<file path="src/rtl/tape_dumper_if.sv">
// Valid/ready word stream carrying packed tape words from the dumper to the host.
interface tape_dumper_if #(
   parameter int WORD_WIDTH = 8
);
   logic [WORD_WIDTH-1:0] out_data;
   logic                  out_valid;
   logic                  out_ready;
   logic                  out_last;

   modport master (
      output out_data,
      output out_valid,
      output out_last,
      input  out_ready
   );

   modport slave (
      input  out_data,
      input  out_valid,
      input  out_last,
      output out_ready
   );
endinterface

</file>
<file path="src/rtl/tape_dumper.sv">
// Reads a span of the 1-bit tape RAM after halt and streams it out packed LSB-first
// into WORD_WIDTH-bit words; each cell takes a FETCH cycle and a SAMPLE cycle.
module tape_dumper #(
   parameter int ADDR_WIDTH = 14,
   parameter int WORD_WIDTH = 8
) (
   input  logic                  clk,
   input  logic                  rst,
   input  logic                  start,
   input  logic [ADDR_WIDTH-1:0] base_addr,
   input  logic [ADDR_WIDTH:0]   length,
   output logic                  busy,
   output logic [ADDR_WIDTH-1:0] ram_addr,
   input  logic                  ram_rdata,
   tape_dumper_if.master         stream,
   output logic                  done
);
   localparam int BW = (WORD_WIDTH > 1) ? $clog2(WORD_WIDTH) : 1;
   localparam logic [BW-1:0]       LAST_BIT = BW'(WORD_WIDTH - 1);
   localparam logic [ADDR_WIDTH:0] LEN_MAX  = {1'b1, {ADDR_WIDTH{1'b0}}};

   typedef enum logic [2:0] {
      IDLE   = 3'd0,
      FETCH  = 3'd1,
      SAMPLE = 3'd2,
      SEND   = 3'd3,
      DONE   = 3'd4
   } state_t;

   state_t                  state_q, state_d;
   logic [ADDR_WIDTH-1:0]   base_q, base_d;
   logic [ADDR_WIDTH:0]     len_q, len_d;
   logic [ADDR_WIDTH:0]     idx_q, idx_d;
   logic [BW-1:0]           bit_q, bit_d;
   logic [WORD_WIDTH-1:0]   word_q, word_d;
   logic [ADDR_WIDTH-1:0]   ram_addr_q, ram_addr_d;

   // State and datapath registers with synchronous reset.
   always_ff @(posedge clk) begin
      if (rst) begin
         state_q    <= IDLE;
         base_q     <= '0;
         len_q      <= '0;
         idx_q      <= '0;
         bit_q      <= '0;
         word_q     <= '0;
         ram_addr_q <= '0;
      end else begin
         state_q    <= state_d;
         base_q     <= base_d;
         len_q      <= len_d;
         idx_q      <= idx_d;
         bit_q      <= bit_d;
         word_q     <= word_d;
         ram_addr_q <= ram_addr_d;
      end
   end

   // Next-state and datapath update.
   always_comb begin
      state_d    = state_q;
      base_d     = base_q;
      len_d      = len_q;
      idx_d      = idx_q;
      bit_d      = bit_q;
      word_d     = word_q;
      ram_addr_d = ram_addr_q;
      case (state_q)
         IDLE: begin
            if (start) begin
               base_d = base_addr;
               idx_d  = '0;
               bit_d  = '0;
               word_d = '0;
               len_d  = length[ADDR_WIDTH] ? LEN_MAX : length;
               if (len_d == '0) begin
                  state_d = DONE;
               end else begin
                  state_d = FETCH;
               end
            end else begin
               state_d = IDLE;
            end
         end
         FETCH: begin
            state_d = SAMPLE;
         end
         SAMPLE: begin
            word_d[bit_q] = ram_rdata;
            idx_d         = idx_q + (ADDR_WIDTH + 1)'(1);
            if ((bit_q == LAST_BIT) || (idx_d == len_q)) begin
               state_d = SEND;
               bit_d   = '0;
            end else begin
               state_d = FETCH;
               bit_d   = bit_q + BW'(1);
            end
         end
         SEND: begin
            if (stream.out_ready) begin
               word_d  = '0;
               state_d = (idx_q == len_q) ? DONE : FETCH;
            end else begin
               state_d = SEND;
            end
         end
         DONE: begin
            state_d = IDLE;
         end
         default: begin
            state_d = IDLE;
         end
      endcase
      // The RAM needs the address while FETCH is current, so it is loaded on entry.
      if (state_d == FETCH) begin
         ram_addr_d = base_d + idx_d[ADDR_WIDTH-1:0];
      end else begin
         ram_addr_d = ram_addr_q;
      end
   end

   assign busy             = (state_q != IDLE);
   assign done             = (state_q == DONE);
   assign ram_addr         = ram_addr_q;
   assign stream.out_data  = word_q;
   assign stream.out_valid = (state_q == SEND);
   assign stream.out_last  = (state_q == SEND) && (idx_q == len_q);
endmodule

</file>
<file path="src/flat_wrapper.sv">
// flat-port wrapper written by rule: the top's interface ports become plain ports
module tape_dumper_flat 
#(
   parameter int ADDR_WIDTH = 14,
   parameter int WORD_WIDTH = 8
)
  (clk, rst, start, base_addr, length, busy, ram_addr, ram_rdata, done, stream_out_data, stream_out_valid, stream_out_last, stream_out_ready);
  tape_dumper_if #(.WORD_WIDTH(WORD_WIDTH)) stream_i ();
  input  logic clk;
  input  logic rst;
  input  logic start;
  input  logic [ADDR_WIDTH-1:0] base_addr;
  input  logic [ADDR_WIDTH:0] length;
  output logic busy;
  output logic [ADDR_WIDTH-1:0] ram_addr;
  input  logic ram_rdata;
  output logic done;
  output wire logic [$bits(stream_i.out_data)-1:0] stream_out_data;
  output wire logic [$bits(stream_i.out_valid)-1:0] stream_out_valid;
  output wire logic [$bits(stream_i.out_last)-1:0] stream_out_last;
  input wire logic [$bits(stream_i.out_ready)-1:0] stream_out_ready;
  assign stream_out_data = stream_i.out_data;
  assign stream_out_valid = stream_i.out_valid;
  assign stream_out_last = stream_i.out_last;
  assign stream_i.out_ready = stream_out_ready;
  tape_dumper #(.ADDR_WIDTH(ADDR_WIDTH), .WORD_WIDTH(WORD_WIDTH)) u_core (.clk(clk), .rst(rst), .start(start), .base_addr(base_addr), .length(length), .busy(busy), .ram_addr(ram_addr), .ram_rdata(ram_rdata), .stream(stream_i), .done(done));
endmodule
</file>
<file path="config.mk">
export PLATFORM = sky130hd
export DESIGN_NAME = tape_dumper_flat
export DESIGN_NICKNAME = d
export VERILOG_FILES = /design/src/rtl/tape_dumper_if.sv /design/src/rtl/tape_dumper.sv /design/src/flat_wrapper.sv
export SDC_FILE = /design/constraint.sdc
export NUM_CORES = 1
export LEC_CHECK = 0
export BUFFER_PORTS_ARGS = -buffer_cell sky130_fd_sc_hd__clkbuf_2
export CAP_MARGIN = 20
export CORE_MARGIN = 4
export CORE_UTILIZATION = 60
export DETAILED_ROUTE_END_ITERATION = 6
export PLACE_DENSITY = 0.83
export SLEW_MARGIN = 20
export SYNTH_ARGS = -nofsm -noshare
export SYNTH_HDL_FRONTEND = slang
export SYNTH_SLANG_ARGS = --single-unit
</file>
<file path="constraint.sdc">
create_clock -name clk -period 5.6 [get_ports clk]
set_clock_uncertainty 0.2 [all_clocks]
set_input_delay 1.12 -clock clk [delete_from_list [all_inputs] [get_ports clk]]
set_output_delay 1.12 -clock clk [all_outputs]
set_load 0.05 [all_outputs]
</file>
## After elaboration in Yosys (flattened, before gate mapping)

Cells that the tools add are included.

| word-level totals | value |
|---|---|
| memory bits (read-only) | 0 |
| output and inout port bits | 26 |
| register bits after elaboration | 72 |
| memories kept | 0 |
| input bits | 34 |
| bits in latches | 0 |
| logic and storage cells | 54 |
| memory bits (writable) | 0 |

| operators by class | value |
|---|---|
| divide/modulo/power cells | 0 |
| bitwise gates (word level) | 0 |
| multiply operators | 0 |
| shift-type cells | 0 |
| mux-type cells | 20 |
| order comparisons | 2 |
| add/subtract/negate cells | 3 |
| reduce and logical (&&, ||, !) cells | 11 |
| equality and inequality tests | 10 |

Operators with widths:

| cell | count |
|---|---|
| $eq A15 B15 Y1 | 2 |
| $mux W15 | 2 |
| $pmux W15 S2 | 1 |
| $mux W14 | 2 |
| $pmux W8 S3 | 1 |
| $mux W3 | 6 |
| $mux W8 | 2 |
| $add A15 B1 Y15 const B | 1 |
| $logic_not A15 Y1 | 1 |
| $add A14 B14 Y14 | 1 |
| $pmux W3 S4 | 1 |
| $bwmux W8 | 1 |
| $eq A3 B1 Y1 const B | 2 |
| $eq A3 B2 Y1 const B | 2 |
| $eq A3 B3 Y1 const B | 2 |
| $pmux W3 S2 | 1 |
| $reduce_bool A3 Y1 | 2 |
| $lt A3 B4 Y1 const B | 1 |
| $reduce_and A2 Y1 | 2 |
| $add A3 B1 Y3 const B | 1 |
| $demux W1 S3 | 1 |
| $ge A3 B1 Y1 const B | 1 |
| $logic_not A3 Y1 | 1 |
| $reduce_and A3 Y1 | 1 |
| 7 further kinds | 8 |

## Longest topological paths before layout

Gate-level depths: netlist (run 1).

| logic depth | value |
|---|---|
| depth after elaboration | 6 |
| gate-level depth with buffers | 16 |
| gate-level depth less buffers | 14 |

## Worst setup path before layout (run 1)

Ideal clock, no wire load.

| timing | value |
|---|---|
| path kind | input to register |
| start point | input port start |
| end point | register u_core.ram_addr_q[13] (netlist: u_core.ram_addr[13]) |
| library setup time | 0.135 ns |
| stages | 13 |
| arrival time | 3.906 ns |
| data required time | 5.265 ns |
| path buffers | 2 |
| path slack | 1.359 ns |
| path through | and2_0 -> clkbuf_1 -> clkbuf_1 -> nand2_1 -> nand2_1 -> ha_1 -> a211oi_1 -> o21ai_0 -> a2111oi_0 -> o311ai_0 -> a21oi_1 -> xnor2_1 -> o21ai_0 |

| on the way | value |
|---|---|
| cells in the longest elaborated chain, start to end | 3 |
| elaborated cells between the ends (all ways) | 8 |
| those cells by class | add/sub (1); eq/ne (1); mux (6) |

Ends and longest elaborated chain:

| item | RTL line | RTL |
|---|---|---|
| from (decl) | flat_wrapper.sv:11 | `input logic start;` |
| $mux W14 | tape_dumper.sv:70 | `if (start) begin` |
| $mux W14 | tape_dumper.sv:68 | `case (state_q)` |
| named net u_core.base_d[1] | tape_dumper.sv:31 | `logic [ADDR_WIDTH-1:0] base_q, base_d;` |
| $add A14 B14 Y14 | tape_dumper.sv:116 | `ram_addr_d = base_d + idx_d[ADDR_WIDTH-1:0];` |
| to (signal assigned) | tape_dumper.sv:55 | `ram_addr_q <= ram_addr_d;` |
| to (decl) | tape_dumper.sv:36 | `logic [ADDR_WIDTH-1:0] ram_addr_q, ram_addr_d;` |

The timed path passes the listed nets, and every way through them passes these cells. The select of a mux whose other input is x is not followed.
A chain may end at the register's enable or synchronous reset.

## Worst setup path after layout (run 1)

| timing | value |
|---|---|
| start point | register u_core.state_q[1] |
| end point | register u_core.ram_addr_q[13] (netlist: u_core.ram_addr[13]) |

| on the way | value |
|---|---|
| cells in the longest elaborated chain, start to end | 3 |
| elaborated cells between the ends (all ways) | 9 |
| those cells by class | add/sub (1); eq/ne (4); mux (3); reduce/logical (1) |

Ends and longest elaborated chain:

| item | RTL line | RTL |
|---|---|---|
| from (decl) | tape_dumper.sv:30 | `state_t state_q, state_d;` |
| from (signal assigned) | tape_dumper.sv:49 | `state_q <= state_d;` |
| $eq A3 B2 Y1 or $logic_not A3 Y1 (tied branches) | tape_dumper.sv:68 |  |
| $pmux W15 S2 * | tape_dumper.sv:68 |  |
| named net u_core.idx_d[2] | tape_dumper.sv:33 | `logic [ADDR_WIDTH:0] idx_q, idx_d;` |
| $add A14 B14 Y14 * | tape_dumper.sv:116 |  |

The timed path passes the listed nets; every way through them passes the cells marked *.

==> results of run 1 <==
placed cells by master (no fill, tap or decap), types with 5 or more instances in the layout:
master and n:
sky130_fd_sc_hd__and3_1 5, sky130_fd_sc_hd__dfxtp_1 72, sky130_fd_sc_hd__o21a_1 5, sky130_fd_sc_hd__nand4_1 7
sky130_fd_sc_hd__a211oi_1 6, sky130_fd_sc_hd__nor2_1 31, sky130_fd_sc_hd__inv_1 5, sky130_fd_sc_hd__clkbuf_2 59
sky130_fd_sc_hd__o31ai_1 9, sky130_fd_sc_hd__nor3_1 14, sky130_fd_sc_hd__nor4_1 7, sky130_fd_sc_hd__a21oi_1 56
sky130_fd_sc_hd__nand2_1 98, sky130_fd_sc_hd__xnor2_1 22, sky130_fd_sc_hd__nand3_1 12, sky130_fd_sc_hd__o21ai_0 32
sky130_fd_sc_hd__and2_1 17, sky130_fd_sc_hd__clkbuf_8 10, sky130_fd_sc_hd__mux2i_1 9, sky130_fd_sc_hd__a21o_1 7
sky130_fd_sc_hd__ha_1 16, sky130_fd_sc_hd__xor2_1 12, sky130_fd_sc_hd__nand3b_1 15, sky130_fd_sc_hd__nor2b_1 9
flip-flops by register name, summed over array words and instances (netlist names):
signal                  flops
u_core.base_q              14
u_core.stream.out_data      8
u_core.len_q               15
u_core.state_q              3
u_core.ram_addr            14
u_core.idx_q               15
u_core.bit_q                3
cells by family (layout without fill, tap and decap cells):
| kind of cell | count (synthesis) | in the layout | synth area share [%] |
|---|---|---|---|
| buf+inv | 35 | 85 | 3.62 |
| xor+xnor | 34 | 34 | 6.73 |
| compound gates | 145 | 145 | 20.2 |
| fa+ha+maj | 17 | 17 | 4.98 |
| flops | 72 | 72 | 32.6 |
| simple gates | 241 | 241 | 28.3 |
| mux | 14 | 14 | 3.65 |
power groups by stage:
stage               combinational [mW]  sequential [mW]  clock [mW]
floorplan                        0.142            0.578           0
global placement                 0.211            0.558           0
detailed placement               0.217            0.559           0
CTS                              0.218            0.547       0.415
global route                     0.240            0.549       0.438
finish                           0.219            0.547       0.407
routing by layer:
layer  global-route usage, %  part of all wire [%]  vias to the layer above
met5                       0                     0                        -
li1                        -                     -                     2083
met1                    32.9                    44                     1953
met4                    8.18                   1.4                        0
met3                    4.33                   6.4                       16
met2                    44.0                    48                      122
worst max-delay path by stage:
stage                                      start                                to
floorplan                                  start  u_core.ram_addr[13]$_SDFFE_PP0N_
CTS                 u_core.state_q[1]$_SDFF_PP0_  u_core.ram_addr[13]$_SDFFE_PP0N_
global route        u_core.state_q[1]$_SDFF_PP0_  u_core.ram_addr[13]$_SDFFE_PP0N_
detailed placement                         start  u_core.ram_addr[13]$_SDFFE_PP0N_
global placement                           start  u_core.ram_addr[13]$_SDFFE_PP0N_
finish              u_core.state_q[1]$_SDFF_PP0_  u_core.ram_addr[13]$_SDFFE_PP0N_
through the flow:
stage,cells,power [mW]
after floorplan,558,0.719
after global placement,691,0.769
after detailed placement,691,0.776
after CTS,707,1.18
after global routing,707,1.23
final,707,1.17
worst reg2reg max path: stages (launching register included):
cell	delay (ns)
sky130_fd_sc_hd__dfxtp_1	0.46
sky130_fd_sc_hd__nor2b_1	0.43
sky130_fd_sc_hd__nand2_1	0.65
sky130_fd_sc_hd__nor2_1	0.27
sky130_fd_sc_hd__o21ai_0	0.11
sky130_fd_sc_hd__o21ai_0	0.18
sky130_fd_sc_hd__ha_1	0.36
sky130_fd_sc_hd__o21ai_0	0.22
sky130_fd_sc_hd__o21ai_0	0.16
sky130_fd_sc_hd__a2111oi_0	0.81
sky130_fd_sc_hd__o311ai_0	0.27
sky130_fd_sc_hd__a21oi_1	0.27
sky130_fd_sc_hd__xnor2_1	0.15
sky130_fd_sc_hd__o21ai_0	0.10
cell type report:
cell class / instances / area, um^2 / share of cell area, %
Tap cell: 99 / 124 / 2.51
Clock inverter: 5 / 56.3 / 1.14
Sequential cell: 72 / 1440 / 29.2
Multi-Input combinational cell: 451 / 2820 / 57.2
Timing Repair Buffer: 63 / 325 / 6.59
Inverter: 6 / 22.5 / 0.457
Clock buffer: 11 / 141 / 2.87
==> reports/qor.csv, run 1 <==
metric;value;unit
Synth cell types;65;
number of flops mapped to enable cells by yosys;0;
most repeated cell in the gate-level netlist after synthesis;sky130_fd_sc_hd__nand2_1;
Worst Path Required;5.60;ns
layout net count;654;
class of the worst hold path;reg2reg;
routability congestion estimate;0.913;
Buffers & Inverters on Critical Path;0;
worst reg2reg path depth;13;
design internal power;827;uW
largest net degree at the start of global routing;59;
result of the run;finished, final reports clean;
minimum setup slack among reg-to-reg paths;0.82;ns
wire length per cell after detailed routing;15.7;um
aggregate global routing overflow;0;
Static Leak;2.11;nW
critical path class;reg2reg;
Setup crit end kind;flip-flop;
cell types with the highest counts after synthesis;98 x sky130_fd_sc_hd__nand2_1, 72 x sky130_fd_sc_hd__dfxtp_1, 56 x sky130_fd_sc_hd__a21oi_1;
CTS Buffer Depth;2;
Placeable Area;7210;um^2
worst supply voltage drop on vdd;0.121;mV
CP arrival;4.78;ns
average size of a mapped cell;7.93;um^2
net switching share of the total power;29.4;%
cts bufs inserted;9;
top cells by area in the synthesized netlist;sky130_fd_sc_hd__dfxtp_1 33%, sky130_fd_sc_hd__nand2_1 8.3%, sky130_fd_sc_hd__a21oi_1 6.3%;
insertion delay of the later-clocked pin in the worst-skew pair;0.34;ns
part of the Yosys area used for sequential elements;32.6;%
DP Worst Slack;1.05;ns
worst-path fanout max;26;
vias in the first global route;3968;
post-cts repair resize count;0;
proportion of synthesized flip-flops having asynchronous set or reset;0;%
number of instances in the synthesized netlist;558;
starting DRC count in detailed routing;284;
cell-by-cell trace of the critical path;nor2b_1 > nand2_1 > nor2_1 > o21ai_0 > o21ai_0 > ha_1 > o21ai_0 > o21ai_0 > a2111oi_0 > o311ai_0 > a21oi_1 > xnor2_1 > o21ai_0;
WHS;0.264;ns
terminus of the critical flop-to-flop path;u_core.ram_addr[13]$_SDFFE_PP0N_;
max capacitance violation total;0;
antenna cell count;0;
Final setup viols;0;
post-CTS repair timing setup buffer count;0;
Chip Width;93.9;um
clock transition time at the flip-flop clock pins of the worst setup and hold paths;0.08;ns
iteration count of the initial detailed-routing pass;5;
via count;4174;
net count after synthesis;609;
switching component of the power;345;uW
Reg power frac;46.7;%
Fmax;209;MHz
Die Outline Area;8810;um^2
count of clock tree sinks;72;
die height;93.9;um
longest individual stage delay on the worst path;0.81;ns
Vias/cell;5.90;
initial core utilization;61.3;%
Worst Hold Path Cells;2;
final worst-path cycle share;85.4;%
number of synthesized register bits;72;
area fraction of the dominant cell type after synthesis;32.6;%
HPWL after DPL;8410;um
fraction of the core area covered by cells at the end of the flow;68.4;%
I/O pin count;60;
mapped cell area;4420;um^2
count of input and output buffers;59;
count of standard-cell rows;31;
first-pass GRT wire length;18100;um
hold path startpoint;u_core.ram_addr[5]$_SDFFE_PP0N_;
Relative slew margins;38.3;%
root buffer cell;sky130_fd_sc_hd__clkbuf_8;
WP depth;13;
cell type with the highest aggregate area in the netlist;sky130_fd_sc_hd__dfxtp_1;
r2r startpoint;u_core.state_q[1]$_SDFF_PP0_;
largest delay contributor family on the critical path;compound AO/OA/AOI/OAI gates;
slew at the pin closest to its max-slew limit;0.923;ns
crit path setup slack, layout;0.819;ns
min cycle time layout;4.78;ns
worst hold endpoint;u_core.ram_addr[5]$_SDFFE_PP0N_;
critical path's most frequent cell;sky130_fd_sc_hd__o21ai_0;
fill cell instance count of the final layout;637;
antenna violations before repair;0;
global-route usage over all layers;25.7;%
proportion of power drawn by combinational gates;18.7;%
Final Instance Area;4930;um^2
commonest register cell after synthesis;sky130_fd_sc_hd__dfxtp_1;
final number of hold-violating endpoints;0;
total wire length after detailed routing;11100;um
share of post-route cells with drive strength above 1;16.1;%
number of hold buffers added after CTS;0;
Synthesis Warnings;0;
cell area power density;238;nW/um^2
Crit-path slowest cell;sky130_fd_sc_hd__a2111oi_0;
Clock H-tree levels;3;
accumulated negative setup slack;0;ns
Worst Setup Start Kind;flip-flop;
area growth from synthesis to layout;11.5;%
post-detailed-placement cell area;4740;um^2
setup repair after global routing missed its margin;false;
remaining antenna violation count;0;
detailed-route DRC error count;0;
share of total power in the clock network;34.7;%
clock tree from TritonCTS;yes;
Pins Over Slew Limit;0;
Power figures use the tool's default switching activity.
==> run 2, diff against run 1 <==
==> constraint.sdc (replaced) <==
create_clock -name clk -period 5.6 [get_ports clk]
set_clock_uncertainty 0.2 [all_clocks]
set_input_delay 0.28 -clock clk [delete_from_list [all_inputs] [get_ports clk]]
set_output_delay 0.28 -clock clk [all_outputs]
set_load 0.05 [all_outputs]
==> reports/qor.csv, run 2 (synthesized netlist as in run 1, its figures left out) <==
metric;value;unit
aggregate global routing overflow;0;
count of standard-cell rows;31;
sequential standard cell area;1440;um^2
worst supply voltage drop on vdd;0.131;mV
Chip Width;93.9;um
antenna cell count;0;
proportion of power drawn by combinational gates;19.5;%
share of post-route cells with drive strength above 1;15.4;%
insertion delay of the later-clocked pin in the worst-skew pair;0.34;ns
Buffers & Inverters on Critical Path;0;
class of the worst hold path;in2reg;
first-pass GRT wire length;18400;um
Worst Setup Start Kind;flip-flop;
detailed-route DRC error count;0;
setup repair after global routing missed its margin;false;
min cycle time layout;4.41;ns
Static Leak;2.18;nW
vias in the first global route;4019;
critical path's most frequent cell;sky130_fd_sc_hd__o21ai_0;
switching component of the power;337;uW
Die Outline Area;8810;um^2
top library cells by usage in the layout, fill and taps aside;97 x sky130_fd_sc_hd__nand2_1, 72 x sky130_fd_sc_hd__dfxtp_1, 58 x sky130_fd_sc_hd__clkbuf_2;
cts bufs inserted;9;
critical path class;reg2reg;
cell-by-cell trace of the critical path;nor2b_1 > nand2_1 > o31ai_1 > ha_1 > o21ai_0 > o21ai_0 > a2111oi_0 > o311ai_0 > a21oi_1 > xnor2_1 > o21ai_0;
Fmax;227;MHz
die height;93.9;um
Final setup viols;0;
max capacitance violation total;0;
Pins Over Slew Limit;0;
fill cell instance count of the final layout;623;
initial core utilization;61.3;%
largest delay contributor family on the critical path;compound AO/OA/AOI/OAI gates;
starting DRC count in detailed routing;278;
routability congestion estimate;0.897;
antenna violations before repair;0;
CTS Buffer Depth;2;
Vias/cell;5.89;
Reg power frac;46.9;%
layout net count;670;
final worst-path cycle share;78.7;%
count of clock tree sinks;72;
area growth from synthesis to layout;15.0;%
fraction of the core area covered by cells at the end of the flow;70.6;%
r2r startpoint;u_core.state_q[1]$_SDFF_PP0_;
Relative slew margins;32.3;%
clock transition time at the flip-flop clock pins of the worst setup and hold paths;0.07;ns
cell area power density;229;nW/um^2
root buffer cell;sky130_fd_sc_hd__clkbuf_8;
count of input and output buffers;59;
WHS;0.00395;ns
wire length per cell after detailed routing;15.0;um
post-CTS repair timing setup buffer count;0;
longest individual stage delay on the worst path;0.76;ns
remaining antenna violation count;0;
minimum setup slack among reg-to-reg paths;1.19;ns
slew at the pin closest to its max-slew limit;1.02;ns
hold path startpoint;length[5];
most common library cell in the layout ignoring fill and taps;sky130_fd_sc_hd__nand2_1;
Crit-path slowest cell;sky130_fd_sc_hd__a2111oi_0;
worst hold endpoint;u_core.len_q[5]$_SDFFE_PP0P_;
net switching share of the total power;28.8;%
largest net degree at the start of global routing;59;
final number of hold-violating endpoints;0;
largest registers;u_core.idx_q x15, u_core.len_q x15;
terminus of the critical flop-to-flop path;u_core.ram_addr[13]$_SDFFE_PP0N_;
Clock H-tree levels;3;
Setup crit end kind;flip-flop;
footprint of the multi-input gates;2830;um^2
total wire length after detailed routing;10800;um
result of the run;finished, final reports clean;
Placeable Area;7210;um^2
I/O pin count;60;
clock tree from TritonCTS;yes;
via count;4249;
iteration count of the initial detailed-routing pass;5;
design internal power;831;uW
HPWL after DPL;7930;um
worst reg2reg path depth;11;
worst-path fanout max;26;
CP arrival;4.40;ns
global-route usage over all layers;25.8;%
share of total power in the clock network;33.7;%
Worst Path Required;5.59;ns
Worst Hold Path Cells;3;
accumulated negative setup slack;0;ns
==> run 2: layer usage <==
layer	share of wire, %	track usage (%)	vias up	wire length [um]
met3	5.5	2.80	13	592
met5	0	0	-	0
met1	46	34.1	1989	4930
li1	-	-	2120	-
met2	47	43.3	127	5130
met4	1.4	9.15	0	153
==> run 2: worst max path at each step <==
stage | start | endpoint | slack, ns | depth (start not counted)
5_1_grt | u_core.state_q[1]$_SDFF_PP0_ | u_core.ram_addr[13]$_SDFFE_PP0N_ | 0.66 | 13
3_3_place_gp | u_core.state_q[0]$_SDFF_PP0_ | u_core.ram_addr[13]$_SDFFE_PP0N_ | 1.38 | 12
3_5_place_dp | u_core.state_q[1]$_SDFF_PP0_ | u_core.ram_addr[13]$_SDFFE_PP0N_ | 1.13 | 12
4_1_cts | u_core.state_q[0]$_SDFF_PP0_ | u_core.ram_addr[13]$_SDFFE_PP0N_ | 1.09 | 12
6_report | u_core.state_q[1]$_SDFF_PP0_ | u_core.ram_addr[13]$_SDFFE_PP0N_ | 1.19 | 11
2_1_floorplan | u_core.state_q[0]$_SDFF_PP0_ | u_core.ram_addr[13]$_SDFFE_PP0N_ | 1.74 | 15
==> run 2: stage by stage <==
stage / power [mW] / worst slack, ns / area (um^2) / std cells
floorplan: 0.719 / 1.74 / 4420 / 558
global placement: 0.767 / 1.38 / 4720 / 689
detailed placement: 0.774 / 1.13 / 4720 / 689
CTS: 1.18 / 1.09 / 5090 / 722
global route: 1.22 / 0.659 / 5090 / 722
finish: 1.17 / 1.19 / 5090 / 722
==> run 2: cell type report <==
type	count	share of cell area, %
well taps	99	2.43
clock inverters	4	0.885
clock buffers	11	2.78
flip-flops and latches	72	28.3
repair buffers	79	9.64
inverters	6	0.442
multi-input cells	451	55.5
==> run 2: tightest hold or removal path, delay by kind of cell <==
family	cells	cell delay (ns)
and+or+nand+nor	1	0.07
AOI/OAI and AO/OA	1	0.06
buffers and inverters	1	0.09
==> run 2: power by group through the flow <==
stage	Combinational [mW]	Clock (mW)	Sequential (mW)
floorplan	0.142	0	0.578
global placement	0.210	0	0.557
detailed placement	0.215	0	0.558
CTS	0.226	0.403	0.547
global route	0.249	0.425	0.549
finish	0.227	0.393	0.547
==> run 2: timing repair <==
item                      4_1_cts  5_1_grt
hold buffers                   18        0
gates resized for setup         0        0
hold endpoints to repair       18        0
